`config.mk`:
```
export PLATFORM = sky130hd
export DESIGN_NAME = symbol_deframer
export DESIGN_NICKNAME = d
export VERILOG_FILES = /design/src/rtl/symbol_deframer.sv
export SDC_FILE = /design/constraint.sdc
export NUM_CORES = 1
export LEC_CHECK = 0
export CORE_UTILIZATION = 65
export CTS_CLUSTER_SIZE = 16
export DETAILED_ROUTE_END_ITERATION = 6
export HOLD_SLACK_MARGIN = 0.03
export PLACE_DENSITY_LB_ADDON = 0.08
export SLEW_MARGIN = 15
export SYNTH_ARGS = -nofsm -noshare
export SYNTH_HDL_FRONTEND = slang
export SYNTH_SLANG_ARGS = --single-unit
export TNS_END_PERCENT = 100
```
`constraint.sdc`:
```
create_clock -name clk -period 7.05 [get_ports clk]
set_clock_uncertainty 0.15 [all_clocks]
set_input_delay 1.41 -clock clk [delete_from_list [all_inputs] [get_ports clk]]
set_output_delay 1.41 -clock clk [all_outputs]
set_load 0.05 [all_outputs]
```
`src/rtl/symbol_deframer.sv`:
```
// QPSK symbol deframer: packs 2-bit payload symbols MSB-first into bytes and queues them in a byte FIFO.
// Optional build macro DEFRAMER_DESCRAMBLE_EN XORs each payload byte with an x^7+x^6+1 LFSR sequence.
module symbol_deframer #(
   parameter int FRAME_SYMS   = 63,
   parameter int PAYLOAD_SYMS = 60,
   parameter int FIFO_DEPTH   = 16,
   parameter int IDLE_TIMEOUT = 1024
) (
   input  logic       clk,
   input  logic       rst,
   input  logic       in_valid,
   input  logic [1:0] in_data,
   output logic [7:0] out_data,
   output logic       out_valid,
   output logic       out_last,
   input  logic       out_ready,
   output logic       frame_err,
   output logic       overflow
);

   localparam int CNT_W = $clog2(FRAME_SYMS + 1);
   localparam int IDL_W = $clog2(IDLE_TIMEOUT + 1);
   localparam int AW    = $clog2(FIFO_DEPTH);
   localparam int PTR_W = AW + 1;

   typedef enum logic [1:0] {S_IDLE, S_PAYLOAD, S_PAD} state_t;

   state_t           state_q;
   logic [CNT_W-1:0] sym_cnt_q;
   logic [IDL_W-1:0] idle_cnt_q;
   logic [5:0]       shift_q;
   logic             push_q;
   logic [7:0]       push_data_q;
   logic             push_last_q;
   logic             frame_err_q;

   logic             byte_done;
   logic             payload_end;
   logic             frame_end;
   logic             timeout;
   logic [7:0]       byte_d;

   assign byte_done   = in_valid && (state_q == S_PAYLOAD) && (sym_cnt_q[1:0] == 2'd3);
   assign payload_end = (sym_cnt_q == CNT_W'(PAYLOAD_SYMS - 1));
   assign frame_end   = (sym_cnt_q == CNT_W'(FRAME_SYMS - 1));
   assign timeout     = (idle_cnt_q == IDL_W'(IDLE_TIMEOUT - 1));

`ifdef DEFRAMER_DESCRAMBLE_EN
   logic [6:0] lfsr_q;
   logic [6:0] lfsr_d;
   logic [7:0] mask_d;

   // Eight serial LFSR steps unrolled; the output bit is the feedback bit.
   always_comb begin
      lfsr_d = lfsr_q;
      mask_d = '0;
      for (int i = 0; i < 8; i++) begin
         mask_d = {mask_d[6:0], lfsr_d[6] ^ lfsr_d[5]};
         lfsr_d = {lfsr_d[5:0], lfsr_d[6] ^ lfsr_d[5]};
      end
   end

   always_ff @(posedge clk) begin
      if (rst)
         lfsr_q <= 7'h7F;
      else if (in_valid && state_q == S_IDLE)
         lfsr_q <= 7'h7F;
      else if (byte_done)
         lfsr_q <= lfsr_d;
   end

   assign byte_d = {shift_q, in_data} ^ mask_d;
`else
   assign byte_d = {shift_q, in_data};
`endif

   // NOTE: sequential state uses non-blocking assignments so every register samples pre-edge values.
   always_ff @(posedge clk) begin
      if (rst) begin
         state_q     <= S_IDLE;
         sym_cnt_q   <= '0;
         idle_cnt_q  <= '0;
         shift_q     <= '0;
         push_q      <= 1'b0;
         push_data_q <= '0;
         push_last_q <= 1'b0;
         frame_err_q <= 1'b0;
      end else begin
         push_q      <= 1'b0;
         frame_err_q <= 1'b0;
         case (state_q)
            S_IDLE: begin
               idle_cnt_q <= '0;
               if (in_valid) begin
                  shift_q   <= {4'b0, in_data};
                  sym_cnt_q <= CNT_W'(1);
                  state_q   <= S_PAYLOAD;
               end
            end
            S_PAYLOAD: begin
               if (in_valid) begin
                  idle_cnt_q <= '0;
                  shift_q    <= {shift_q[3:0], in_data};
                  if (byte_done) begin
                     push_q      <= 1'b1;
                     push_data_q <= byte_d;
                     push_last_q <= payload_end;
                  end
                  if (payload_end && FRAME_SYMS > PAYLOAD_SYMS) begin
                     state_q   <= S_PAD;
                     sym_cnt_q <= sym_cnt_q + 1'b1;
                  end else if (payload_end) begin
                     state_q   <= S_IDLE;
                     sym_cnt_q <= '0;
                  end else begin
                     sym_cnt_q <= sym_cnt_q + 1'b1;
                  end
               end else if (timeout) begin
                  state_q     <= S_IDLE;
                  sym_cnt_q   <= '0;
                  idle_cnt_q  <= '0;
                  shift_q     <= '0;
                  frame_err_q <= 1'b1;
               end else begin
                  idle_cnt_q <= idle_cnt_q + 1'b1;
               end
            end
            S_PAD: begin
               if (in_valid) begin
                  idle_cnt_q <= '0;
                  if (frame_end) begin
                     state_q   <= S_IDLE;
                     sym_cnt_q <= '0;
                  end else begin
                     sym_cnt_q <= sym_cnt_q + 1'b1;
                  end
               end else if (timeout) begin
                  state_q     <= S_IDLE;
                  sym_cnt_q   <= '0;
                  idle_cnt_q  <= '0;
                  shift_q     <= '0;
                  frame_err_q <= 1'b1;
               end else begin
                  idle_cnt_q <= idle_cnt_q + 1'b1;
               end
            end
            default: state_q <= S_IDLE;
         endcase
      end
   end

   // Byte FIFO: pointers carry one extra wrap bit so full and empty are distinguishable.
   logic [8:0]       mem_q [FIFO_DEPTH];
   logic [PTR_W-1:0] wr_ptr_q, rd_ptr_q, wr_ptr_d, rd_ptr_d, count;
   logic             overflow_q, overflow_d;
   logic             full, pop, push_ok;
   logic [8:0]       head;

   assign count     = wr_ptr_q - rd_ptr_q;
   assign full      = (count == PTR_W'(FIFO_DEPTH));
   assign out_valid = (count != '0);
   assign pop       = out_valid && out_ready;
   assign push_ok   = push_q && (!full || pop);
   assign head      = mem_q[rd_ptr_q[AW-1:0]];

   // NOTE: every always_comb output gets a default first so no latch is inferred.
   always_comb begin
      wr_ptr_d   = wr_ptr_q;
      rd_ptr_d   = rd_ptr_q;
      overflow_d = overflow_q;
      if (push_ok)
         wr_ptr_d = wr_ptr_q + 1'b1;
      if (pop)
         rd_ptr_d = rd_ptr_q + 1'b1;
      if (push_q && !push_ok)
         overflow_d = 1'b1;
   end

   always_ff @(posedge clk) begin
      if (rst) begin
         wr_ptr_q   <= '0;
         rd_ptr_q   <= '0;
         overflow_q <= 1'b0;
      end else begin
         wr_ptr_q   <= wr_ptr_d;
         rd_ptr_q   <= rd_ptr_d;
         overflow_q <= overflow_d;
      end
   end

   // NOTE: storage is not reset; the pointers define which entries are meaningful.
   always_ff @(posedge clk) begin
      if (push_ok)
         mem_q[wr_ptr_q[AW-1:0]] <= {push_last_q, push_data_q};
   end

   // Outputs are gated so an empty FIFO presents zeros instead of stale storage.
   assign out_data  = out_valid ? head[7:0] : 8'h00;
   assign out_last  = out_valid ? head[8]   : 1'b0;
   assign frame_err = frame_err_q;
   assign overflow  = overflow_q;

endmodule

```
==> results of run 1 <==
## power groups by stage
stage	logic, mW	registers [mW]	clock network [mW]
after floorplan	0.415	1.27	0
after global placement	0.453	1.32	0
after detailed placement	0.465	1.32	0
after CTS	0.470	1.30	0.970
after global routing	0.502	1.30	1.01
final	0.468	1.29	0.958
## state kept, by name, indices dropped and copies added (netlist names), 2 cells and up, named ones only
| register | count |
|---|---|
| state_q | 2 |
| wr_ptr_q | 5 |
| rd_ptr_q | 5 |
| sym_cnt_q | 6 |
| shift_q | 6 |
| push_data_q | 8 |
| mem_q | 144 |
| idle_cnt_q | 11 |
## synthesized netlist by cell type, drive strengths merged (8+ instances only)
library cell / number / area share, %
nor3: 12 / 0.80
clkbuf: 8 / 0.38
dfxtp: 51 / 13
nand2: 41 / 2.0
nand3: 16 / 0.99
inv: 11 / 0.51
mux4: 45 / 12
nor2: 43 / 2.0
ha: 17 / 2.6
edfxtp: 144 / 53
o21ai: 11 / 0.68
nor2b: 20 / 1.6
buf: 16 / 1.4
a21oi: 36 / 2.2
## worst max-delay path, cell delays in order, from the launching register on
cell	delay [ns]
dfxtp_2	0.85
buf_4	0.45
mux4_2	0.60
mux4_2	0.47
nor2b_1	0.14
clkdlybuf4s50_1	0.72
## metrics by stage
step                cells  power (mW)  setup WS [ns]
floorplan             538        1.69           3.07
global placement      708        1.77           2.29
detailed placement    708        1.79           2.28
CTS                   740        2.74           1.74
global route          740        2.82           1.62
finish                740        2.72           1.84
## routing by layer
metal / part of all wire (%) / track usage [%] / wire length, µm / vias up
met5: 0 / 0 / 0 / -
met2: 50 / 44.2 / 7920 / 184
met3: 5.8 / 5.79 / 916 / 34
met1: 42 / 35.6 / 6660 / 2263
met4: 2.6 / 10.8 / 418 / 0
li1: - / - / - / 2099
## logic make-up (layout without fill, tap and decap cells)
kind of cell,count (synthesis),after routing,synth area share [%]
flops,195,195,65.8
simple gates,162,162,9.93
compound gates,69,69,5.14
mux,50,50,13.2
buf+inv,35,69,2.29
fa+ha+maj,17,17,2.62
xor+xnor,10,10,1.08
## cell type report
class | count | area (µm²) | area share, %
clock buffers | 18 | 429 | 4.75
clock inverters | 14 | 163 | 1.80
inverters | 11 | 41.3 | 0.457
multi-input cells | 308 | 2600 | 28.8
flip-flops and latches | 195 | 5350 | 59.2
well taps | 168 | 210 | 2.33
repair buffers | 26 | 238 | 2.63
## worst max path at each step
stage | to | slack, ns | cells past startpoint
floorplan | out_data[0] | 3.07 | 9
global placement | out_last | 2.29 | 5
detailed placement | out_last | 2.28 | 5
CTS | out_data[0] | 1.74 | 5
global route | out_data[0] | 1.62 | 5
finish | out_data[0] | 1.84 | 5
==> metrics.yaml, run 1 <==
die_area_um2: 13000
routed_wl_mm: 15.9
area_delta_synth_final_pct: 11.1
max-slew-margin-rel_pct: 23.4
min_to: "push_data_q[7]$_SDFFE_PP0P_"
die_w_um: 114
antenna_found_initial: 0
portBuffers: 17
insertion_delay_ns: 0.43
die_h_um: 114
hold_path_class: "flop to flop"
avgSynthCellArea_um2: 15.1
final_cell_mix: "edfxtp_1 (144), dfxtp_1 (50), mux4_2 (45)"
ctsHtreeMaxLevel: 4
min_from: "shift_q[5]$_SDFFE_PP0P_"
drv_slew: 0
syn_nets: 561
antenna_cells: 0
switching_power_mw: 0.736
power_density_nw_per_um2: 301
vias: 4580
ys_seq_area_share_pct: 65.8
grt_max_degree: 44
path_class: "flop to primary output"
routabilityCongestion: 0.832
grt_pass1_vias: 4486
ant_nets: 0
p_leak_nw: 3.03
internal-power_mw: 1.98
grt_pass1_wl_mm: 24.6
clockBufferDepth: 2
reg2reg_from: "wr_ptr_q[2]$_SDFFE_PP0P_"
crit_path_start_kind: "flop"
vias_per_cell: 6.19
swShare_pct: 27.1
min_period_over_period_pct: 73.9
remaining_drc_errors: 0
clkTransAtPathRegs_ns: 0.06
synthFlopType: "edfxtp_1"
grt_usage_pct: 26.9
power.share.combinational_pct: 17.2
holdWs_ns: 0.317
hold_buffers: 0
fin_crit_ns: 5.21
core_area_um2: 12100
grt_overflow: 0
rsz0062_at_grt: "false"
end_kind: "primary output"
dpl_cell_area_um2: 8440
synthArstFlopShare_pct: 0
io_pins: 18
outcome: "finished, final reports clean"
rows: 40
peakVddDrop_uv: 248
dr.first_iter.drc_count: 450
ctsResizeCount: 0
dr.pass1.iters: 5
n_fill_cell: 778
drive_above_1_share_pct: 16.6
ys_ff_latch: 195
final_nets: 582
finish.utilization_pct: 74.6
postCtsSetupBuffers: 0
worstHoldPathCells: 2
maxCapViolations: 0
synthCells: 538
root_buffer: "clkbuf_16"
yosysWarnings: 0
wl_per_cell_um: 21.5
final_common_cell: "edfxtp_1"
initial_core_util_pct: 67.1
cts.sinks: 195
hold_violations: 0
worstPathRequired_ns: 5.49
regToRegSetupSlack_ns: 3.68
setup_tns_ns: 0
worstPathArrival_ns: 3.65
cts_made_buffers: 17
synth_edf_count: 144
hpwl_mm: 9.61
pwr-share-seq_pct: 47.6
syn-cell-area_um2: 8130
tightest_slew_ns: 1.14
finalSetupViolCount: 0
clkPwrFrac_pct: 35.2
r2r_end: "mem_q[11][4]$_DFFE_PP_"
cts_tree: "done"
synth_cell_types: 56
final_area_um2: 9030
reg2regPathDepth: 7
worstPathMaxFanout: 22
max_freq_mhz: 192
Note: power is estimated with default switching activity, not from simulation.
==> inputs of run 2 (changes only) <==
--- a/config.mk
+++ b/config.mk
@@ -5,7 +5,7 @@
 export SDC_FILE = /design/constraint.sdc
 export NUM_CORES = 1
 export LEC_CHECK = 0
-export CORE_UTILIZATION = 65
+export CORE_UTILIZATION = 56
 export CTS_CLUSTER_SIZE = 16
 export DETAILED_ROUTE_END_ITERATION = 6
 export HOLD_SLACK_MARGIN = 0.03
==> constraint.sdc (replaced) <==
create_clock -name clk -period 4.66 [get_ports clk]
set_clock_uncertainty 0.15 [all_clocks]
set_input_delay 0.932 -clock clk [delete_from_list [all_inputs] [get_ports clk]]
set_output_delay 0.932 -clock clk [all_outputs]
set_load 0.05 [all_outputs]
==> metrics.yaml, run 2 (synthesized netlist as in run 1, its figures left out) <==
routabilityCongestion: 0.760  # -8.7%
final_cell_mix: "edfxtp_1 (144), dfxtp_1 (50), mux4_2 (45)"
final_area_um2: 9110  # +0.89%
power_density_nw_per_um2: 452  # +50%
drive_above_1_share_pct: 17.6  # +0.98 points
ctsHtreeMaxLevel: 4  # unchanged
path_class: "flop to primary output"
met2_usage_pct: 36.1  # -8.1 points
grt_max_degree: 37  # -16%
die_area_um2: 15000  # +16%
hold_violations: 0  # unchanged
portBuffers: 17  # unchanged
vias_per_cell: 6.00  # -3.1%
die_w_um: 122  # +7.6%
die_h_um: 122  # +7.6%
clkTransAtPathRegs_ns: 0.07  # about the same
maxCapViolations: 0  # unchanged
dr.first_iter.drc_count: 425  # -5.6%
end_kind: "primary output"
dpl_cell_area_um2: 8530  # +1.1%
cts_tree: "done"
drv_slew: 0  # unchanged
grt_overflow: 0  # unchanged
tightest_slew_ns: 1.00  # -0.140 ns
worstPathRequired_ns: 3.58  # -1.91 ns
fin_crit_ns: 4.27
cts.sinks: 195  # unchanged
dr.pass1.iters: 5  # unchanged
crit_path_start_kind: "flop"
cp_slowest_cell: "clkdlybuf4s50_1"
largest_reg_flops: 144  # unchanged
hpwl_mm: 10.0  # +4.5%
peakVddDrop_uv: 407  # +64%
postCtsSetupBuffers: 0  # unchanged
remaining_drc_errors: 0  # unchanged
antenna_cells: 0  # unchanged
area_delta_synth_final_pct: 12.1
rsz0062_at_grt: "false"
grt_pass1_vias: 4484  # -0.045%
p_leak_nw: 3.07  # +1.4%
cts_made_buffers: 17  # unchanged
use_met1_pct: 31.4  # -4.1 points
grt-busiest-layer: "met2"
hold_path_class: "flop to flop"
max_freq_mhz: 234
insertion_delay_ns: 0.42  # about the same
clockBufferDepth: 2  # unchanged
io_pins: 18  # unchanged
holdWs_ns: 0.311  # -0.00602 ns
cpMostUsedCell: "mux4_2"
initial_core_util_pct: 57.9  # -9.2 points
critPathBufInv: 2  # unchanged
antenna_found_initial: 0  # unchanged
final_nets: 590  # +1.4%
max-slew-margin-rel_pct: 32.8  # +9.3 points
grt_usage_pct: 22.7  # -4.3 points
worstPathCellList: "buf_12 -> mux4_2 -> mux4_2 -> nor2b_1 -> clkdlybuf4s50_1"
vias: 4560  # -0.44%
worstPathArrival_ns: 3.18  # -0.47 ns
wl_per_cell_um: 20.3  # -5.5%
final_cell_count_no_fill: 760  # +2.7%
rows: 43  # +7.5%
core_area_um2: 14000  # +16%
critical_path.max_stage_delay_ns: 0.71  # -0.14 ns
ant_nets: 0  # unchanged
min_period_over_period_pct: 91.5
grt_use_met3_pct: 3.53  # -2.3 points
worstPathMaxFanout: 12  # -45%
dp.cells: 728  # +2.8%
routed_wl_mm: 15.4  # -3.0%
critPathTopFamily: "multiplexers"
setup_tns_ns: 0  # unchanged
grt_pass1_wl_mm: 24.5  # -0.67%
finalSetupViolCount: 0  # unchanged
final_common_cell: "edfxtp_1"
outcome: "finished, final reports clean"
power.total_mw: 4.12  # +51%
root_buffer: "clkbuf_16"
-- run 2: final cells by class --
| type | count | area, µm² |
|---|---|---|
| Inverter | 11 | 41.3 |
| Fill cell | 980 | 4930 |
| Tap cell | 180 | 225 |
| Clock buffer | 21 | 440 |
| Clock inverter | 11 | 138 |
| Multi-Input combinational cell | 308 | 2600 |
| Sequential cell | 195 | 5350 |
| Timing Repair Buffer | 34 | 323 |
-- run 2: worst paths after layout --
kind	cells past startpoint	from	slack [ns]	endpoint
setup / recovery	5	flop	0.39	out_data[5]
hold reg to reg	2	shift_q[4]$_SDFFE_PP0P_	0.31	push_data_q[6]$_SDFFE_PP0P_
hold / removal	2	shift_q[4]$_SDFFE_PP0P_	0.31	push_data_q[6]$_SDFFE_PP0P_
setup reg to reg	7	wr_ptr_q[2]$_SDFFE_PP0P_	1.45	mem_q[8][6]$_DFFE_PP_
-- run 2: where the power goes --
group / internal, mW / switching [mW]
logic: 0.319 / 0.435
registers: 1.87 / 0.0687
clock network: 0.839 / 0.590
total: 3.03 / 1.09
-- run 2: tightest hold or removal path: stages, from the launching register on --
cell and delay (ns):
dfxtp_1 0.32, nand2_1 0.05, a21oi_1 0.05
-- run 2: stage by stage --
step | utilization, % | worst slack, ns
after global routing | 64.9 | 0.216
after CTS | 64.9 | 0.185
after detailed placement | 60.8 | 0.643
final | 64.9 | 0.395
after global placement | 60.8 | 0.771
after floorplan | - | 1.16
-- run 2: per-layer routing --
metal / wire (µm) / vias to the layer above
met1: 6780 / 2303
met3: 720 / 19
met5: 0 / -
met4: 278 / 0
met2: 7670 / 121
li1: - / 2117
-- run 2: repair_timing --
action                     CTS  global route
resized for setup            0             1
hold buffers                 0             0
setup endpoints to repair    0             3
==> inputs of run 3 (changes only) <==
--- a/config.mk
+++ b/config.mk
@@ -5,6 +5,7 @@
 export SDC_FILE = /design/constraint.sdc
 export NUM_CORES = 1
 export LEC_CHECK = 0
+export CORE_MARGIN = 2
 export CORE_UTILIZATION = 56
 export CTS_CLUSTER_SIZE = 16
 export DETAILED_ROUTE_END_ITERATION = 6
==> metrics.yaml, run 3 (synthesized netlist as in run 1, its figures left out) <==
min_from: "shift_q[4]$_SDFFE_PP0P_"
final_common_cell: "edfxtp_1"
internal-power_mw: 3.00  # -0.76%
area_delta_synth_final_pct: 11.9
finalSetupViolCount: 0  # unchanged
r2r_end: "mem_q[10][1]$_DFFE_PP_"
final_nets: 587  # -0.51%
rsz0062_at_grt: "false"
finish.utilization_pct: 63.3  # -1.6 points
tightest_slew_ns: 1.05  # +0.0465 ns
reg2regPathDepth: 7  # unchanged
routabilityCongestion: 0.855  # +13%
clockBufferDepth: 2  # unchanged
power_density_nw_per_um2: 452  # about the same
ant_nets: 0  # unchanged
vias_per_cell: 6.02  # +0.26%
dr.first_iter.drc_count: 433  # +1.9%
largest_reg_flops: 144  # unchanged
end_kind: "primary output"
grt_pass1_wl_mm: 25.3  # +3.3%
dr_wl_met3_um: 771  # +7.1%
hold_violations: 0  # unchanged
die_h_um: 124  # +1.6%
final_area_um2: 9090  # -0.19%
cts_tree: "done"
reg2reg_from: "wr_ptr_q[2]$_SDFFE_PP0P_"
remaining_drc_errors: 0  # unchanged
wl_met2_mm: 8.00  # +4.4%
final_cell_mix: "edfxtp_1 (144), dfxtp_1 (50), mux4_2 (45)"
cts.sinks: 195  # unchanged
regToRegSetupSlack_ns: 1.45  # about the same
vias: 4578  # +0.39%
dr.pass1.iters: 7  # +2
initial_core_util_pct: 56.6  # -1.3 points
min_to: "push_data_q[6]$_SDFFE_PP0P_"
drv_slew: 0  # unchanged
hold_path_class: "flop to flop"
cts_made_buffers: 17  # unchanged
core_area_um2: 14400  # +2.3%
grt_max_degree: 37  # unchanged
grt_overflow: 0  # unchanged
routed_wl_mm: 16.1  # +4.0%
outcome: "finished, final reports clean"
insertion_delay_ns: 0.42  # about the same
power.total_mw: 4.11  # -0.29%
fin_crit_ns: 4.27  # +0.00162 ns
max-slew-margin-rel_pct: 29.7  # -3.1 points
die_w_um: 124  # +1.6%
root_buffer: "clkbuf_16"
power.share.combinational_pct: 18.4  # about the same
max_freq_mhz: 234  # about the same
hpwl_mm: 10.4  # +3.3%
worstPathRequired_ns: 3.58  # about the same
wl_per_cell_um: 21.1  # +3.8%
clkPwrFrac_pct: 34.4  # -0.3 points
portBuffers: 17  # unchanged
drive_above_1_share_pct: 17.3  # -0.26 points
setup_tns_ns: 0  # unchanged
swShare_pct: 26.9  # +0.35 points
wl_met1_mm: 7.15  # +5.5%
crit_path_start_kind: "flop"
multi_input_area_um2: 2600  # unchanged
die_area_um2: 15500  # +3.3%
clkTransAtPathRegs_ns: 0.07  # about the same
grt_usage_pct: 21.7  # -0.93 points
worstPathMaxFanout: 18  # +6
seq_area_um2: 5350  # unchanged
min_period_over_period_pct: 91.6  # about the same
n_fill_cell: 1006  # +2.7%
hold_buffers: 0  # unchanged
postCtsSetupBuffers: 0  # unchanged
switching_power_mw: 1.11  # +1.0%
maxCapViolations: 0  # unchanged
dr.max_layer_used: "met4"
worstPathArrival_ns: 3.18  # about the same
antenna_cells: 0  # unchanged
rows: 44  # +2.3%
ctsHtreeMaxLevel: 4  # unchanged
dpl_cell_area_um2: 8510  # -0.29%
grt_pass1_vias: 4478  # -0.13%
path_class: "flop to primary output"
worstHoldPathCells: 2  # unchanged
p_leak_nw: 3.05  # -0.66%
peakVddDrop_uv: 412  # +1.5%
pwr-share-seq_pct: 47.2  # +0.2 points
io_pins: 18  # unchanged
antenna_found_initial: 0  # unchanged
==> run 3: area by class of cell <==
class | count | share of cell area (%)
Multi-Input combinational cell | 308 | 28.6
Timing Repair Buffer | 31 | 3.34
Sequential cell | 195 | 58.8
Tap cell | 184 | 2.53
Clock buffer | 22 | 5.11
Clock inverter | 10 | 1.21
Inverter | 11 | 0.454
==> run 3: per-stage QoR <==
step                setup slack (ns)  cells  hold slack [ns]
finish                         0.393    761            0.316
global route                   0.119    761            0.349
CTS                            0.168    760            0.315
detailed placement             0.637    728            0.305
global placement               0.748    728            0.292
floorplan                       1.16    538            0.280
==> run 3: power by group through the flow <==
| stage | clock (mW) | combinational, mW | sequential (mW) |
|---|---|---|---|
| after global routing | 1.51 | 0.819 | 1.95 |
| after detailed placement | 0 | 0.762 | 1.98 |
| after floorplan | 0 | 0.628 | 1.92 |
| final | 1.41 | 0.756 | 1.94 |
| after global placement | 0 | 0.745 | 1.98 |
| after CTS | 1.44 | 0.763 | 1.94 |
==> run 3: worst max-delay path by stage <==
| stage | from | end | slack [ns] | cells after the start |
|---|---|---|---|---|
| global route | wr_ptr_q[2]$_SDFFE_PP0P_ | out_last | 0.12 | 7 |
| CTS | wr_ptr_q[2]$_SDFFE_PP0P_ | out_last | 0.17 | 7 |
| floorplan | wr_ptr_q[0]$_SDFFE_PP0P_ | out_data[0] | 1.16 | 9 |
| detailed placement | wr_ptr_q[2]$_SDFFE_PP0P_ | out_last | 0.64 | 7 |
| finish | wr_ptr_q[2]$_SDFFE_PP0P_ | out_last | 0.39 | 7 |
| global placement | wr_ptr_q[2]$_SDFFE_PP0P_ | out_last | 0.75 | 7 |
==> run 3: what timing repair did <==
action                     4_1_cts  5_1_grt
resized for setup                0        1
hold endpoints to repair         0        0
setup endpoints to repair        0       10
==> run 3: metal layers <==
layer,global-route usage [%],vias to the layer above
met4,6.41,0
li1,-,2102
met2,34.4,151
met1,31.4,2313
met5,0,-
met3,3.95,12
==> run 3: worst max-delay path: stages, from the launching register on <==
cell and delay [ns]:
dfxtp_1 0.52, ha_1 0.35, a21oi_1 0.18, a21boi_1 0.10, o2111ai_2 0.22, and3b_2 0.37
nor2b_1 0.19, clkdlybuf4s50_1 0.83
